**config.mk**
```make
export PLATFORM = sky130hd
export DESIGN_NAME = load_align_ctrl
export DESIGN_NICKNAME = d
export VERILOG_FILES = /design/src/rtl/load_pkg.sv /design/src/rtl/load_extend.sv /design/src/rtl/load_align_ctrl.sv
export SDC_FILE = /design/constraint.sdc
export NUM_CORES = 1
export LEC_CHECK = 0
export ABC_AREA = 1
export CAP_MARGIN = 20
export CORE_MARGIN = 1
export CORE_UTILIZATION = 49
export CTS_CLUSTER_DIAMETER = 40
export DETAILED_ROUTE_END_ITERATION = 12
export PLACE_DENSITY = 0.86
export SETUP_SLACK_MARGIN = 0.2
export SYNTH_ARGS = -nofsm -noshare
export SYNTH_HDL_FRONTEND = slang
export SYNTH_HIERARCHICAL = 1
export SYNTH_SLANG_ARGS = --single-unit
```
**constraint.sdc**
```tcl
create_clock -name clk -period 2.9 [get_ports clk]
set_clock_uncertainty 0.05 [all_clocks]
set_input_delay 0.87 -clock clk [delete_from_list [all_inputs] [get_ports clk]]
set_output_delay 0.87 -clock clk [all_outputs]
set_load 0.01 [all_outputs]
```
**src/rtl/load_pkg.sv**
```systemverilog
// rtl/load_pkg.sv - shared size encodings, FSM states and misalign helper for the load path
package load_pkg;

    localparam logic [1:0] SZ_BYTE = 2'b00;
    localparam logic [1:0] SZ_HALF = 2'b01;
    localparam logic [1:0] SZ_WORD = 2'b10;

    typedef enum logic [1:0] {
        IDLE  = 2'd0,
        ISSUE = 2'd1,
        WAIT  = 2'd2,
        RESP  = 2'd3
    } state_e;

    // Size 2'b11 is treated as a word access everywhere.
    function automatic logic is_misaligned(input logic [1:0] addr_lo, input logic [1:0] size);
        logic mis;
        case (size)
            SZ_BYTE: mis = 1'b0;
            SZ_HALF: mis = addr_lo[0];
            default: mis = |addr_lo;
        endcase
        return mis;
    endfunction

endpackage

```
**src/rtl/load_extend.sv**
```systemverilog
// rtl/load_extend.sv - little-endian lane select with sign/zero extension
module load_extend
    import load_pkg::*;
(
    input  logic [1:0]  addr_lo_i,
    input  logic [1:0]  size_i,
    input  logic        unsigned_i,
    input  logic [31:0] word_i,
    output logic [31:0] data_o
);

    logic [7:0]  byte_lane;
    logic [15:0] half_lane;

    always_comb begin
        byte_lane = word_i[{addr_lo_i, 3'b000} +: 8];
        // Half lane ignores addr[0]; misaligned halves read the lower-aligned lane.
        half_lane = word_i[{addr_lo_i[1], 4'b0000} +: 16];
        case (size_i)
            SZ_BYTE: data_o = {{24{~unsigned_i & byte_lane[7]}}, byte_lane};
            SZ_HALF: data_o = {{16{~unsigned_i & half_lane[15]}}, half_lane};
            default: data_o = word_i;
        endcase
    end

endmodule

```
**src/rtl/load_align_ctrl.sv**
```systemverilog
// rtl/load_align_ctrl.sv - sub-word load sequencer; MISALIGN_TRAP_EN turns misaligned half/word into error responses
module load_align_ctrl
    import load_pkg::*;
#(
    parameter int TIMEOUT = 16
) (
    input  logic        clk,
    input  logic        rst_n,
    input  logic        req_valid,
    output logic        req_ready,
    input  logic [31:0] req_addr,
    input  logic [1:0]  req_size,
    input  logic        req_unsigned,
    output logic        mem_rd_en,
    output logic [31:0] mem_addr,
    input  logic [31:0] mem_rdata,
    input  logic        mem_rvalid,
    output logic        rsp_valid,
    input  logic        rsp_ready,
    output logic [31:0] rsp_data,
    output logic        rsp_err
);

    localparam int CW = $clog2(TIMEOUT + 1);
    localparam logic [CW-1:0] CNT_LAST = CW'(TIMEOUT - 1);

    state_e        state_q, state_d;
    logic [1:0]    addr_lo_q, addr_lo_d;
    logic [1:0]    size_q, size_d;
    logic          uns_q, uns_d;
    logic [CW-1:0] cnt_q, cnt_d;
    logic          req_ready_q, req_ready_d;
    logic          mem_rd_en_q, mem_rd_en_d;
    logic [31:0]   mem_addr_q, mem_addr_d;
    logic          rsp_valid_q, rsp_valid_d;
    logic [31:0]   rsp_data_q, rsp_data_d;
    logic          rsp_err_q, rsp_err_d;

    logic          trap_hit;
    logic [CW-1:0] cnt_inc;
    logic          cnt_expired;
    logic [31:0]   ext_data;

`ifdef MISALIGN_TRAP_EN
    assign trap_hit = is_misaligned(req_addr[1:0], req_size);
`else
    assign trap_hit = 1'b0;
`endif

    assign cnt_inc     = cnt_q + CW'(1);
    assign cnt_expired = (cnt_inc == CNT_LAST);

    load_extend u_extend (
        .addr_lo_i  (addr_lo_q),
        .size_i     (size_q),
        .unsigned_i (uns_q),
        .word_i     (mem_rdata),
        .data_o     (ext_data)
    );

    always_ff @(posedge clk or negedge rst_n) begin
        if (!rst_n) begin
            state_q     <= IDLE;
            addr_lo_q   <= 2'b00;
            size_q      <= SZ_BYTE;
            uns_q       <= 1'b0;
            cnt_q       <= '0;
            req_ready_q <= 1'b1;
            mem_rd_en_q <= 1'b0;
            mem_addr_q  <= 32'h0;
            rsp_valid_q <= 1'b0;
            rsp_data_q  <= 32'h0;
            rsp_err_q   <= 1'b0;
        end else begin
            state_q     <= state_d;
            addr_lo_q   <= addr_lo_d;
            size_q      <= size_d;
            uns_q       <= uns_d;
            cnt_q       <= cnt_d;
            req_ready_q <= req_ready_d;
            mem_rd_en_q <= mem_rd_en_d;
            mem_addr_q  <= mem_addr_d;
            rsp_valid_q <= rsp_valid_d;
            rsp_data_q  <= rsp_data_d;
            rsp_err_q   <= rsp_err_d;
        end
    end

    always_comb begin
        state_d = state_q;
        case (state_q)
            IDLE:    if (req_valid) state_d = trap_hit ? RESP : ISSUE;
            ISSUE:   state_d = WAIT;
            WAIT:    if (mem_rvalid || cnt_expired) state_d = RESP;
            RESP:    if (rsp_ready) state_d = IDLE;
            default: state_d = IDLE;
        endcase
    end

    // Next values of the registered outputs; every output leaves a flop.
    always_comb begin
        addr_lo_d   = addr_lo_q;
        size_d      = size_q;
        uns_d       = uns_q;
        cnt_d       = cnt_q;
        req_ready_d = req_ready_q;
        mem_rd_en_d = 1'b0;
        mem_addr_d  = mem_addr_q;
        rsp_valid_d = rsp_valid_q;
        rsp_data_d  = rsp_data_q;
        rsp_err_d   = rsp_err_q;
        case (state_q)
            IDLE: begin
                if (req_valid) begin
                    addr_lo_d   = req_addr[1:0];
                    size_d      = req_size;
                    uns_d       = req_unsigned;
                    req_ready_d = 1'b0;
                    if (trap_hit) begin
                        rsp_valid_d = 1'b1;
                        rsp_data_d  = 32'h0;
                        rsp_err_d   = 1'b1;
                    end else begin
                        mem_rd_en_d = 1'b1;
                        mem_addr_d  = {req_addr[31:2], 2'b00};
                    end
                end
            end
            ISSUE: begin
                cnt_d = '0;
            end
            WAIT: begin
                // Data arriving on the last counted cycle beats the timeout.
                if (mem_rvalid) begin
                    rsp_valid_d = 1'b1;
                    rsp_data_d  = ext_data;
                    rsp_err_d   = 1'b0;
                end else if (cnt_expired) begin
                    rsp_valid_d = 1'b1;
                    rsp_data_d  = 32'h0;
                    rsp_err_d   = 1'b1;
                end else begin
                    cnt_d = cnt_inc;
                end
            end
            RESP: begin
                if (rsp_ready) begin
                    rsp_valid_d = 1'b0;
                    req_ready_d = 1'b1;
                end
            end
            default: ;
        endcase
    end

    assign req_ready = req_ready_q;
    assign mem_rd_en = mem_rd_en_q;
    assign mem_addr  = mem_addr_q;
    assign rsp_valid = rsp_valid_q;
    assign rsp_data  = rsp_data_q;
    assign rsp_err   = rsp_err_q;

endmodule
```
==> results.md <==
- Final setup viols: 0
- Die X: 93.2 um
- Part of the power in the clock network: 13.4%
- TritonCTS Buffers: 9
- Comb pwr share: 52.1%
- Internal Power: 3.20 mW
- Critical path fanouts, max: 2
- PwrDens: between 900 and 1000 nW/um^2
- Tmin final: 2330 ps
- Cts hold-fix bufs: 0
- Yosys reg bits: 78
- Initial antenna violation count: 0
- CTS tree: yes
- Number of global-route vias before repair: roughly 3.7k
- Leak Pwr: 2.93 nW
- DRT antenna net count: 0
- Hold Crit Class: reg -> reg
- Area of the multi-input gates: 1850 sq um
- Vias per cell: ~5
- Post-Synthesis Cells: 528
- # DRC: 0
- I/O Pins: 140
- CP bufs+invs: 1
- Type of origin of the critical path: flip-flop
- Fmax: 0.429 GHz
- # diodes: 0
- Global Route Usage Sum: 26.0%
- Synth unique cells: 26
- First-pass GRT wire length: 17600 um
- Hold EP: rsp_data[24]
- Unrepaired setup endpoints after global routing: no
- Grt total ovfl: 0
- NetSw: 2.26 mW
- Kind of critical path: reg -> out
- CP Capture Type: output port
- Area growth, synth to finish: 37.8%
- VDD IR max: 0.492 mV
- Worst reg-to-reg path cell count: 6
- Pre-CTS setup slack: 401 ps
- Port Buffers: 137
- Clk buf depth: 2
- Placed Area: between 5000 and 6000 sq um
- Sequential share of power: 34.5%
- Post-CTS Repair Setup Buffers: 0
- Worst slew margin: 44.3%
- Dpl hpwl: 7670 um
- Register-to-Register Setup Slack: 820 ps
- Clock latency on the worst-skew pair: 340 ps
- Nets@finish: 733
- Via count: ~3.9k
- Clk root buf: clkbuf_8
- Hold Path Origin: rsp_data[24]
- CTS Sinks: between 70 and 80
- Yosys Warn Count: 6
- Status: finished, final reports clean
- Post-layout worst setup margin: roughly 570 ps
- Sequential fraction of the synthesis area: 47.9%
- Largest net degree at the start of global routing: 45
- CP required: 1980 ps
- Final Instance Area: roughly 5600 sq um
- Reg2reg end: state_q[0]
- Die Span Y: slightly above 90 um
- Global placement routability congestion: 0.873
- # rows: 32
- Final cycle utilization of the critical path: 80.3%
- Initial drt markers: 309
- Seq. cell area: 1950 sq um
- Crit path max-delay cell type: dfstp_2
- Total Neg Setup Slack: 0 ps
- Mean routed wirelength per cell: 14.1 um
- Overall die area: between 8000 and 9000 sq um
- Fill count: 628
- CP arrival: approximately 1400 ps
- Fin. max-slew vios: 0
- Hold depth: 2
- Max-cap violations: 0
- DRT Pass-1 Iters: 5
- Clock Pin Slew Worst Setup and Hold Paths: 80 ps
- Max incr delay on CP: 540 ps
- Slew @ Worst Pin: about 840 ps
- Cell Area, Synth: 4080 sq um
- CTS resizes: 0
- Layout cell share with drive strength beyond 1: 9.10%
- Initial core utilization: 51.7%
- Core ar.: 7890 sq um
- Worst hold slack: 427 ps
- Reg2reg start: state_q[0]
- Top delay family on crit path: flip-flops
- Crit path cell chain: clkdlybuf4s50_1
- Net Sw Frac: 41.4%
- Total Wirelength: 10700 um
- Syn Area/Cell: 7.72 sq um
- Htree depth: 3
- Final Util: 71.2%
- Final Hold Vio Count: 0
power groups by stage:
| stage | logic (mW) | registers (mW) | clock network (mW) |
|---|---|---|---|
| global route | 3.17 | 1.94 | 0.801 |
| detailed placement | 2.85 | 1.90 | 0 |
| global placement | 2.76 | 1.89 | 0 |
| CTS | 2.86 | 1.89 | 0.747 |
| finish | 2.85 | 1.89 | 0.730 |
| floorplan | 1.55 | 2.01 | 0 |
sequential cells by signal (all words and copies together) (netlist names), 2 cells and up:
register and flops:
rsp_data 32, mem_addr 30, cnt_q 5, addr_lo_q 2, size_q 2, state_q 2
worst max path at each step:
stage                   end          start  cells after the start
2_1_floorplan  mem_addr[10]      req_valid                      5
3_3_place_gp   rsp_data[20]  mem_rdata[31]                      7
3_5_place_dp   rsp_data[19]  mem_rdata[31]                      7
4_1_cts           req_ready      req_ready                      1
5_1_grt           req_ready      req_ready                      1
6_report          req_ready      req_ready                      1
metal layers:
layer	GRT usage, %	routed length (um)	vias up
li1	-	-	1889
met1	34.5	4580	1808
met2	42.0	4970	181
met3	5.61	954	22
met4	9.49	236	0
met5	0	0	-
per-stage QoR:
step / total power [mW] / std cells
CTS: 5.50 / 761
finish: 5.46 / 761
detailed placement: 4.75 / 745
floorplan: 3.55 / 529
global route: 5.91 / 761
global placement: 4.64 / 745
cells in the final DEF (no fill, tap or decap):
cell type,n
nand2_1,287
clkdlybuf4s50_1,136
dfrtp_1,77
nand3_1,55
nand3_2,22
inv_1,17
clkbuf_8,10
o21ai_0,8
buf_4,8
ha_1,7
nor2_1,4
nand2_2,4
nand2_4,3
clkinvlp_4,3
clkinv_2,3
conb_1,2
inv_4,2
inv_2,2
nor2_8,2
clkinv_1,1
nand4_1,1
xnor2_1,1
o21ai_1,1
dfstp_2,1
a22oi_1,1
a21oi_1,1
kinds of logic (layout without fill, tap and decap cells):
logic type	after synthesis	in the layout	synth area share (%)
adders and majority gates	7	7	2.15
DFF	78	78	47.9
other	1	2	0.0920
buffers and inverters	52	182	6.69
xor gates and xnor gates	1	1	0.215
and+or+nand+nor	378	378	41.5
AOI/OAI and AO/OA	11	11	1.41
final cells by class:
class | instances | area share, %
multi-input combinational | 399 | 33.0
inverter | 22 | 1.56
clock inverter | 6 | 0.668
clock buffer | 10 | 2.45
timing repair buffer | 144 | 25.3
tap | 102 | 2.27
sequential | 78 | 34.8
synthesized netlist by cell type:
| library cell | number | share of area [%] |
|---|---|---|
| nand2_1 | 287 | 26 |
| dfrtp_1 | 77 | 47 |
| nand3_1 | 55 | 6.8 |
| nand3_2 | 22 | 5.4 |
| inv_1 | 17 | 1.6 |
| clkbuf_1 | 14 | 1.3 |
| o21ai_0 | 8 | 0.98 |
| buf_6 | 7 | 1.9 |
| ha_1 | 7 | 2.1 |
| buf_2 | 4 | 0.49 |
| buf_4 | 4 | 0.74 |
| nand2_2 | 4 | 0.61 |
| nor2_1 | 4 | 0.37 |
| nand2_4 | 3 | 0.83 |
| inv_2 | 2 | 0.18 |
| inv_4 | 2 | 0.31 |
| nor2_8 | 2 | 0.98 |
| a21oi_1 | 1 | 0.12 |
| a22oi_1 | 1 | 0.18 |
| buf_1 | 1 | 0.092 |
| clkinv_1 | 1 | 0.092 |
| conb_1 | 1 | 0.092 |
| dfstp_2 | 1 | 0.64 |
| nand4_1 | 1 | 0.15 |
| o21ai_1 | 1 | 0.12 |
| xnor2_1 | 1 | 0.21 |
Power figures use the tool's default switching activity.
